## config.mk

```make
export PLATFORM = sky130hd
export DESIGN_NAME = mips_cpu_lsu
export DESIGN_NICKNAME = d
export VERILOG_FILES = /design/src/rtl/mips_cpu_lsu_pkg.sv /design/src/rtl/mips_cpu_lsu_align.sv /design/src/rtl/mips_cpu_lsu.sv
export SDC_FILE = /design/constraint.sdc
export NUM_CORES = 1
export LEC_CHECK = 0
export BUFFER_PORTS_ARGS = -buffer_cell sky130_fd_sc_hd__buf_4
export CORE_MARGIN = 5
export CORE_UTILIZATION = 59
export CTS_BUF_LIST = sky130_fd_sc_hd__clkbuf_4
export CTS_CLUSTER_SIZE = 25
export DETAILED_ROUTE_END_ITERATION = 12
export GPL_TIMING_DRIVEN = 0
export PLACE_DENSITY_LB_ADDON = 0.3
export SETUP_SLACK_MARGIN = 0.2
export SKIP_CTS_REPAIR_TIMING = 1
export SLEW_MARGIN = 15
export SYNTH_ARGS = -nofsm -noshare
export SYNTH_HDL_FRONTEND = slang
export SYNTH_SLANG_ARGS = --single-unit
export TNS_END_PERCENT = 1
```

## constraint.sdc

```tcl
create_clock -name clk -period 8.37 [get_ports clk]
set_clock_uncertainty 0.2 [all_clocks]
set_input_delay 1.2555 -clock clk [delete_from_list [all_inputs] [get_ports clk]]
set_output_delay 1.2555 -clock clk [all_outputs]
set_load 0.01 [all_outputs]
```

## src/rtl/mips_cpu_lsu_pkg.sv

```systemverilog
// Shared types for the MIPS load/store unit.
//   lsu_op_t    : memory operation encoding presented by the core's MEM stage
//   lsu_state_t : bus-side FSM states
//   is_load / is_store : operation class helpers
package mips_cpu_lsu_pkg;

  typedef enum logic [3:0] {
    LB  = 4'd0,
    LBU = 4'd1,
    LH  = 4'd2,
    LHU = 4'd3,
    LW  = 4'd4,
    LWL = 4'd5,
    LWR = 4'd6,
    SB  = 4'd7,
    SH  = 4'd8,
    SW  = 4'd9
  } lsu_op_t;

  typedef enum logic [1:0] {
    IDLE = 2'd0,
    BUS  = 2'd1,
    RESP = 2'd2
  } lsu_state_t;

  function automatic logic is_load(input lsu_op_t op);
    return (op == LB) || (op == LBU) || (op == LH) || (op == LHU) ||
           (op == LW) || (op == LWL) || (op == LWR);
  endfunction

  function automatic logic is_store(input lsu_op_t op);
    return (op == SB) || (op == SH) || (op == SW);
  endfunction

endpackage

```

## src/rtl/mips_cpu_lsu_align.sv

```systemverilog
// Combinational byte-lane steering for the load/store unit (little-endian).
//   op, addr_lo        : operation and low address bits (byte offset n)
//   wdata              : rt value to store
//   rt_old             : current rt value for the LWL/LWR merge
//   readdata           : raw bus read word
//   byteenable         : active lanes for the bus cycle
//   misaligned         : halfword/word access not naturally aligned
//   writedata          : lane-replicated store data
//   load_data          : extended / merged load result
module mips_cpu_lsu_align
  import mips_cpu_lsu_pkg::*;
(
  input  lsu_op_t     op,
  input  logic [1:0]  addr_lo,
  input  logic [31:0] wdata,
  input  logic [31:0] rt_old,
  input  logic [31:0] readdata,
  output logic [3:0]  byteenable,
  output logic        misaligned,
  output logic [31:0] writedata,
  output logic [31:0] load_data
);

  logic [7:0]  byte_s;
  logic [15:0] half_s;
  logic [5:0]  nbits_s;

  // Select the addressed byte and halfword out of the read word.
  always_comb begin
    byte_s  = 8'd0;
    nbits_s = {1'b0, addr_lo, 3'b000};
    half_s  = addr_lo[1] ? readdata[31:16] : readdata[15:0];
    case (addr_lo)
      2'd0:    byte_s = readdata[7:0];
      2'd1:    byte_s = readdata[15:8];
      2'd2:    byte_s = readdata[23:16];
      2'd3:    byte_s = readdata[31:24];
      default: byte_s = 8'd0;
    endcase
  end

  // Lane enables, alignment check, store replication and load formatting.
  always_comb begin
    byteenable = 4'b0000;
    misaligned = 1'b0;
    writedata  = 32'd0;
    load_data  = 32'd0;
    case (op)
      LB: begin
        byteenable = 4'b0001 << addr_lo;
        load_data  = {{24{byte_s[7]}}, byte_s};
      end
      LBU: begin
        byteenable = 4'b0001 << addr_lo;
        load_data  = {24'd0, byte_s};
      end
      LH: begin
        byteenable = addr_lo[1] ? 4'b1100 : 4'b0011;
        misaligned = addr_lo[0];
        load_data  = {{16{half_s[15]}}, half_s};
      end
      LHU: begin
        byteenable = addr_lo[1] ? 4'b1100 : 4'b0011;
        misaligned = addr_lo[0];
        load_data  = {16'd0, half_s};
      end
      LW: begin
        byteenable = 4'b1111;
        misaligned = (addr_lo != 2'd0);
        load_data  = readdata;
      end
      LWL: begin
        // Lanes 0..n; the shift of the mask by 32 at n=3 yields zero.
        byteenable = (4'b0010 << addr_lo) - 4'b0001;
        load_data  = (readdata << (6'd24 - nbits_s)) |
                     (rt_old & (32'hFFFF_FFFF >> (nbits_s + 6'd8)));
      end
      LWR: begin
        byteenable = 4'b1111 << addr_lo;
        load_data  = (readdata >> nbits_s) |
                     (rt_old & ~(32'hFFFF_FFFF >> nbits_s));
      end
      SB: begin
        byteenable = 4'b0001 << addr_lo;
        writedata  = {4{wdata[7:0]}};
      end
      SH: begin
        byteenable = addr_lo[1] ? 4'b1100 : 4'b0011;
        misaligned = addr_lo[0];
        writedata  = {2{wdata[15:0]}};
      end
      SW: begin
        byteenable = 4'b1111;
        misaligned = (addr_lo != 2'd0);
        writedata  = wdata;
      end
      default: begin
        byteenable = 4'b0000;
        misaligned = 1'b0;
      end
    endcase
  end

endmodule

```

## src/rtl/mips_cpu_lsu.sv

```systemverilog
// Load/store unit between the multicycle core MEM stage and an Avalon-MM master.
//   clk, rst            : clock, asynchronous active-low reset
//   req_*               : one request per transaction from the core (valid/ready)
//   resp_*              : one-cycle completion pulse with load data or error
//   avm_*               : registered Avalon master signals, held across waitrequest
module mips_cpu_lsu
  import mips_cpu_lsu_pkg::*;
#(
  parameter int ADDR_W = 32,
  parameter int DATA_W = 32
) (
  input  logic              clk,
  input  logic              rst,
  input  logic              req_valid,
  output logic              req_ready,
  input  logic [3:0]        req_op,
  input  logic [ADDR_W-1:0] req_addr,
  input  logic [DATA_W-1:0] req_wdata,
  input  logic [DATA_W-1:0] req_rt_old,
  output logic              resp_valid,
  output logic [DATA_W-1:0] resp_data,
  output logic              resp_err,
  output logic [ADDR_W-1:0] avm_address,
  output logic              avm_read,
  output logic              avm_write,
  input  logic              avm_waitrequest,
  output logic [DATA_W-1:0] avm_writedata,
  output logic [3:0]        avm_byteenable,
  input  logic [DATA_W-1:0] avm_readdata
);

  lsu_state_t  state_r, state_s;
  lsu_op_t     op_r, op_s;
  logic [1:0]  addr_lo_r, addr_lo_s;
  logic [31:0] rt_old_r, rt_old_s;
  logic        accept_s;
  logic [3:0]  be_s;
  logic        misaligned_s;
  logic [31:0] wd_s;
  logic [31:0] load_data_s;

  assign req_ready = (state_r == IDLE);

  // In IDLE the aligner sees the incoming request; afterwards the latched one.
  always_comb begin
    if (state_r == IDLE) begin
      op_s      = lsu_op_t'(req_op);
      addr_lo_s = req_addr[1:0];
      rt_old_s  = req_rt_old;
    end else begin
      op_s      = op_r;
      addr_lo_s = addr_lo_r;
      rt_old_s  = rt_old_r;
    end
  end

  mips_cpu_lsu_align u_align (
    .op         (op_s),
    .addr_lo    (addr_lo_s),
    .wdata      (req_wdata),
    .rt_old     (rt_old_s),
    .readdata   (avm_readdata),
    .byteenable (be_s),
    .misaligned (misaligned_s),
    .writedata  (wd_s),
    .load_data  (load_data_s)
  );

  // State register.
  always_ff @(posedge clk or negedge rst) begin
    if (!rst) begin
      state_r <= IDLE;
    end else begin
      state_r <= state_s;
    end
  end

  // Next-state logic.
  always_comb begin
    state_s  = state_r;
    accept_s = 1'b0;
    case (state_r)
      IDLE: begin
        if (req_valid) begin
          accept_s = 1'b1;
          state_s  = misaligned_s ? RESP : BUS;
        end else begin
          state_s = IDLE;
        end
      end
      BUS: begin
        if (!avm_waitrequest) begin
          state_s = RESP;
        end else begin
          state_s = BUS;
        end
      end
      RESP:    state_s = IDLE;
      default: state_s = IDLE;
    endcase
  end

  // Request latch, Avalon outputs and response registers.
  always_ff @(posedge clk or negedge rst) begin
    if (!rst) begin
      op_r           <= LB;
      addr_lo_r      <= 2'd0;
      rt_old_r       <= 32'd0;
      avm_address    <= '0;
      avm_read       <= 1'b0;
      avm_write      <= 1'b0;
      avm_writedata  <= '0;
      avm_byteenable <= 4'b0000;
      resp_valid     <= 1'b0;
      resp_data      <= '0;
      resp_err       <= 1'b0;
    end else begin
      resp_valid <= 1'b0;
      case (state_r)
        IDLE: begin
          if (accept_s) begin
            op_r      <= op_s;
            addr_lo_r <= req_addr[1:0];
            rt_old_r  <= req_rt_old;
            if (misaligned_s) begin
              // Fail fast: no bus cycle, straight to the response.
              resp_valid <= 1'b1;
              resp_err   <= 1'b1;
              resp_data  <= '0;
            end else begin
              avm_address    <= {req_addr[ADDR_W-1:2], 2'b00};
              avm_byteenable <= be_s;
              avm_writedata  <= wd_s;
              avm_read       <= is_load(op_s);
              avm_write      <= is_store(op_s);
            end
          end
        end
        BUS: begin
          if (!avm_waitrequest) begin
            avm_read   <= 1'b0;
            avm_write  <= 1'b0;
            resp_valid <= 1'b1;
            resp_err   <= 1'b0;
            resp_data  <= is_load(op_r) ? load_data_s : 32'd0;
          end
        end
        RESP: begin
          resp_valid <= 1'b0;
        end
        default: begin
          resp_valid <= 1'b0;
        end
      endcase
    end
  end

endmodule

```

==> results by group, run 1 <==
Outcome
  • Status: completed

Timing
  • RSZ-0062 raised after global routing: false
  • Final worst-path setup slack: 4.03 ns
  • Post-route setup TNS: 0 ns
  • Slew HR: 22.9%
  • Hold slack: 0.293 ns
  • Final period util: 51.8%
  • Final setup vio count: 0
  • Final Slew Violations: 0
  • Hold Vio Cnt, Final: 0
  • Fmax: 0.231 GHz
  • Final min period: 4.34 ns
  • Worst-margin pin slew: 1.15 ns

Synthesis
  • Synth top cells by count: nand2_1 (319), dfrtp_1 (142), nor2_1 (49)
  • Mapped cell area: 8420 um^2
  • Leading area contributor after synthesis: dfrtp_1
  • Yosys reg bits: 142
  • Yosys cell types: 72
  • Ys Warns: 0
  • Mapped Avg Cell Area: 8.40 um^2
  • Sequential cell area fraction in the yosys report: 42.2%
  • Most common cell in the netlist: nand2_1
  • Gate Count Post-Synth: 1002
  • EDFF count, synth: 0
  • Post-synth top flop: dfrtp_1
  • Synth top area cells: dfrtp_1 (42%), nand2_1 (14%), a22o_1 (3.1%)
  • Async SR Flop Fraction: 100%
  • Share of the synthesized area in the top cell type: 42.2%

CTS
  • Later-pin clock latency in the skew report: 0.61 ns
  • Num CTS Buffers: 17
  • CTS H-tree lvls: 4
  • Root Buffer: clkbuf_4
  • Clock slew at reported path FFs: 0.14 ns
  • Clock buffer depth: 2
  • TritonCTS clock tree: yes
  • CTS Sinks: 142

Critical path
  • Arrival @ worst endpoint: 2.88 ns
  • Critical Path Sink Type: output port
  • Critical path peak fanout: 10
  • RR Endpoint: resp_data[18]
  • Crit path kind: reg2out
  • CP required: 6.91 ns
  • CP max stage delay: 0.49 ns
  • CP max stage cell: buf_1
  • Crit-path cells: buf_2 > or2_4 > inv_2 > buf_2 > clkbuf_1 > buf_1 > buf_4
  • Worst path top cell family by delay: buffers and inverters
  • Startpoint Class: register
  • RR Startpoint: state_r[0]
  • WP buf/inv: 6
  • CP dominant cell by count: buf_2
  • FF-to-FF setup slack: 4.90 ns
  • R2R cell count: 9

Placed design
  • Place WS: 4.28 ns
  • Hpwl dp: 26600 um
  • Port bufs: 237
  • Gpl congestion: 1.13
  • Placed cell areas: 10500 um^2

Min path
  • Min-delay worst type: reg2reg
  • Hold EP: avm_byteenable[0]
  • Worst Hold Path Cells: 1
  • Launch point of the worst hold path: avm_byteenable[0]

Drt
  • Wire per inst: 24.4 um
  • Wirelength, routed: 35400 um
  • 1st-pass router iterations: 6
  • DR vias: 9746
  • Drt initial violations: 1565
  • Antenna-violating nets left: 0
  • Vias per cell: 6.71
  • DRC Markers: 0

Cells and area
  • # fillers: 980
  • Share of layout cells above drive strength 1: 27.8%
  • Area Growth Syn to Fin: 27.2%
  • Ant diodes: 0
  • Final Cell Area: 10700 um^2
  • Final #Nets: 1396

Floorplan
  • Core area: 13900 um^2
  • Die Wd: 129 um
  • Die area: 16800 um^2
  • Initial core utilization: 60.4%
  • Number of I/O pins: 241
  • Die height: 129 um
  • Rows: 43

Pwr
  • Leak pwr: 5.30 nW
  • Worst VDD drop: 290 uV
  • Final Power: 4.27 mW
  • Pwr dens: 398 nW/um^2

GRT
  • Global Route Usage Sum: 41.9%
  • First-pass GRT wire length: 53300 um
  • Initial antenna violation count: 0
  • Total gr overflow: 0
  • Number of global-route vias before repair: 9420
  • Largest net degree at the start of global routing: 79

Run
  • Maxcap violations: 0
flip-flops by register name (all words and copies together), names as in the netlist:
name	cells
avm_byteenable	4
state_r	2
addr_lo_r	2
resp_valid	1
resp_err	1
avm_address	30
avm_read	1
resp_data	32
op_r	4
avm_write	1
rt_old_r	32
avm_writedata	32
per-stage QoR:
stage	util, %	cells
after detailed placement	75.1	1421
after floorplan	-	1003
after global routing	76.9	1453
after CTS	76.9	1453
after global placement	74.8	1420
final	76.9	1453
logic make-up (layout without fill, tap and decap cells):
| group | count (synthesis) | after routing | synth area share, % |
|---|---|---|---|
| other | 1 | 2 | 0.0445 |
| AND/OR/NAND/NOR | 483 | 483 | 25.2 |
| multiplexers | 34 | 34 | 4.29 |
| flip-flops | 142 | 142 | 42.2 |
| AO/OA/AOI/OAI | 252 | 252 | 22.9 |
| buffers and inverters | 90 | 360 | 5.35 |
routing by layer:
layer,wire [um],part of all wire (%),track usage [%],vias up
met2,16400,46,67.9,863
met5,0,0,0,-
li1,-,-,-,4122
met4,2470,7.0,25.0,0
met3,4450,13,9.69,206
met1,12200,34,51.2,4555
cell usage in the layout, fill, tap and decap left out, types with 8 or more instances in the layout:
master     instances
nand2_1          319
buf_4            248
dfrtp_1          142
nor2_1            49
clkbuf_1          35
a21oi_1           35
o21ai_0           31
a22o_1            30
nand3_1           26
buf_2             23
clkbuf_4          19
mux2_2            17
nor3_1            17
mux2i_1           17
a32oi_1           17
a221oi_1          16
a31oi_1           12
o211ai_1          12
inv_1             10
nor3b_1           10
o2111ai_1         10
a221o_1            9
o21ai_1            9
nand4_1            8
worst register-to-register path, stage by stage (launching register included):
cell and delay [ns]:
dfrtp_1 0.38, buf_2 0.16, buf_2 0.20, o21a_1 0.33
nor2_2 0.33, buf_2 0.39, mux2_2 0.40, o211a_1 0.21
nor4b_1 0.58, o21ai_0 0.15
worst max path at each step:
stage	end	cells past startpoint	slack [ns]	startpoint
5_1_grt	req_ready	7	3.93	state_r[1]
3_5_place_dp	resp_data[2]	9	4.28	req_addr[1]
4_1_cts	req_ready	7	4.09	state_r[1]
3_3_place_gp	resp_data[18]	9	4.24	req_addr[1]
6_report	req_ready	7	4.03	state_r[1]
2_1_floorplan	resp_data[20]	7	4.94	req_addr[1]
layout make-up:
class                      count  area, um^2  share of cell area [%]
buffer                        79         409                    3.82
clock buffer                  19         143                    1.33
timing repair buffer         238        1810                    16.9
tap                          180         225                    2.10
clock inverter                13         106                   0.993
sequential                   142        3550                    33.2
inverter                      11        41.3                   0.385
multi-input combinational    771        4420                    41.3
where the power goes:
part	total (mW)	internal, mW	switching [mW]	leakage, nW
sequential	1.19	0.991	0.202	1.81
clock	0.422	0.130	0.292	0.136
combinational	2.65	0.984	1.67	3.35
total	4.26	2.11	2.16	5.30
No activity file was read; power rests on OpenSTA's default activity.
==> inputs of run 2 (changes only) <==
--- a/config.mk
+++ b/config.mk
@@ -5,9 +5,10 @@
 export SDC_FILE = /design/constraint.sdc
 export NUM_CORES = 1
 export LEC_CHECK = 0
+export ABC_AREA = 1
 export BUFFER_PORTS_ARGS = -buffer_cell sky130_fd_sc_hd__buf_4
 export CORE_MARGIN = 5
-export CORE_UTILIZATION = 59
+export CORE_UTILIZATION = 50
 export CTS_BUF_LIST = sky130_fd_sc_hd__clkbuf_4
 export CTS_CLUSTER_SIZE = 25
 export DETAILED_ROUTE_END_ITERATION = 12
==> constraint.sdc (replaced) <==
create_clock -name clk -period 3.9 [get_ports clk]
set_clock_uncertainty 0.2 [all_clocks]
set_input_delay 0.585 -clock clk [delete_from_list [all_inputs] [get_ports clk]]
set_output_delay 0.585 -clock clk [all_outputs]
set_load 0.01 [all_outputs]
==> run 2 against run 1 <==
  * Die area is 24% higher
  * Worst hold slack got worse by 0.28 ns
  * Flip-flop and latch count unchanged
  * Highest routed layer unchanged
  * Largest power group unchanged
  * Clock power up 150%
  * Design area rose by 8.7%
  * Register-to-register slack got worse by 3.8 ns
  * Worst setup slack got worse by 2.9 ns
  * Combinational power is 150% higher
  * Largest cell class unchanged
  * First-iteration DRC count decreased by 37%
==> results by group, run 2 <==
Synthesis
  • EDFF count, synth: 0
  • Synth top area cells: dfrtp_1 (40%), nand2_1 (25%), nand3_1 (11%)
  • Sequential cell area fraction in the yosys report: 39.5%
  • Yosys cell types: 29
  • Mapped cell area: 8990 um^2
  • Mapped Avg Cell Area: 6.54 um^2
  • Leading area contributor after synthesis: dfrtp_1
  • Share of the synthesized area in the top cell type: 39.5%
  • Post-synth top flop: dfrtp_1
  • Ys Warns: 0
  • Yosys reg bits: 142
  • Gate Count Post-Synth: 1375
  • Synth top cells by count: nand2_1 (603), nand3_1 (200), dfrtp_1 (142)
  • Most common cell in the netlist: nand2_1
  • Async SR Flop Fraction: 100%

Run
  • Maxcap violations: 0

Placed design
  • Placed cell areas: 11100 um^2
  • Hpwl dp: 27800 um
  • Cell count after placement: 1844
  • Port bufs: 238
  • Gpl congestion: 1.01

Timing
  • Hold Vio Cnt, Final: 0
  • Final min period: 2.80 ns
  • Final Slew Violations: 0
  • Final period util: 71.8%
  • Final setup vio count: 0
  • Hold slack: 0.00938 ns
  • Slew HR: 43.0%
  • Fmax: 0.357 GHz
  • Worst-margin pin slew: 0.855 ns
  • RSZ-0062 raised after global routing: false
  • Post-route setup TNS: 0 ns

Min path
  • Worst Hold Path Cells: 3
  • Hold EP: avm_address[31]
  • Min-delay worst type: in2reg
  • Launch point of the worst hold path: req_addr[31]

Drt
  • Antenna-violating nets left: 0
  • Drt initial violations: 989
  • Vias per cell: 5.59
  • Wirelength, routed: 37400 um
  • DR vias: 10600
  • Wire per inst: 19.7 um
  • 1st-pass router iterations: 8
  • DRC Markers: 0

Floorplan
  • Rows: 49
  • Number of I/O pins: 241
  • Die area: 20800 um^2
  • Die Wd: 144 um
  • Initial core utilization: 50.4%
  • Core area: 17800 um^2
  • Die height: 144 um

CTS
  • Later-pin clock latency in the skew report: 0.55 ns
  • Clock slew at reported path FFs: 0.14 ns
  • CTS Sinks: 142
  • TritonCTS clock tree: yes
  • CTS H-tree lvls: 4
  • Num CTS Buffers: 17
  • Root Buffer: clkbuf_4
  • Clock buffer depth: 2

Critical path
  • CP Launch Point: state_r[1]
  • Critical Path Sink Type: register
  • RR Startpoint: state_r[1]
  • Arrival @ worst endpoint: 3.05 ns
  • FF-to-FF setup slack: 1.10 ns
  • CP required: 4.15 ns
  • R2R cell count: 11
  • RR Endpoint: resp_data[30]
  • Startpoint Class: register
  • Crit path kind: reg2reg
  • Critical path peak fanout: 10

Cells and area
  • # fillers: 1616
  • Storage element area: 3550 um^2
  • Fin cells: 1900
  • Share of layout cells above drive strength 1: 22.3%
  • Final #Nets: 1793
  • Area occupied by multi-input gates: 4610 um^2
  • Commonest non-fill, non-tap cell in the layout: nand2_1
  • Area Growth Syn to Fin: 29.5%
  • Layout Utilization: 65.3%
  • Most frequent cells in the layout: nand2_1 (603), buf_4 (255), nand3_1 (200), dfrtp_1 (142), o21ai_0 (97)
  • Largest regs: avm_writedata: 32 flops, resp_data: 32 flops, rt_old_r: 32 flops
  • Final Cell Area: 11600 um^2

GRT
  • Initial antenna violation count: 1
  • First-pass GRT wire length: 55000 um
  • Largest net degree at the start of global routing: 85
  • Global Route Usage Sum: 35.0%
  • Number of global-route vias before repair: 9983
  • Total gr overflow: 0

Pwr
  • Leak pwr: 6.51 nW
  • Pwr dens: 861 nW/um^2
  • Worst VDD drop: 391 uV

Outcome
  • Status: completed
run 2: worst max-delay path, cell delays in order, from the launching register on:
cell	delay, ns
dfrtp_1	0.47
nor2_4	0.29
nand2_1	0.08
nand2_1	0.27
clkbuf_1	0.55
nand3_1	0.16
nand2_1	0.11
nor2_1	0.04
nor2_1	0.27
nand2_1	0.10
nand3_1	0.11
nand2_1	0.05
run 2: logic make-up (layout without fill, tap and decap cells):
kind of cell | after synthesis | in the layout | synth area share, %
AND/OR/NAND/NOR | 913 | 913 | 42.9
buffers and inverters | 175 | 469 | 9.34
AO/OA/AOI/OAI | 144 | 144 | 8.18
flip-flops | 142 | 142 | 39.5
other | 1 | 3 | 0.0417
run 2: layout make-up:
class | instances | area share, %
antenna | 1 | 0.0215
buffer | 78 | 4.06
clock buffer | 17 | 1.10
clock inverter | 15 | 1.50
inverter | 97 | 3.15
multi-input combinational | 1059 | 39.6
sequential | 142 | 30.5
tap | 229 | 2.46
timing repair buffer | 262 | 17.6
run 2: metrics by stage:
step	total power, mW	worst slack (ns)
floorplan	6.25	1.87
global placement	8.68	1.14
detailed placement	8.78	1.14
CTS	9.83	1.15
global route	10.7	0.948
finish	10.0	1.10
run 2: report_power, final:
| group | internal (mW) | switching (mW) |
|---|---|---|
| sequential | 2.08 | 0.358 |
| clock | 0.402 | 0.638 |
| combinational | 2.13 | 4.41 |
| total | 4.61 | 5.41 |
run 2: how the worst max path moves through the flow:
stage                          endpoint  slack [ns]  cells after the start
final                     resp_data[30]        1.10                     11
after CTS                     req_ready        1.15                      4
after global routing      resp_data[30]        0.95                     11
after floorplan            resp_data[3]        1.87                     11
after detailed placement  resp_data[30]        1.14                     13
after global placement    resp_data[30]        1.14                     13
run 2: metal layers:
metal | track usage (%) | vias up | wire (um)
li1 | - | 4961 | -
met1 | 44.4 | 4878 | 14300
met2 | 55.3 | 644 | 16900
met3 | 6.71 | 132 | 3740
met4 | 21.7 | 0 | 2360
met5 | 0 | - | 0
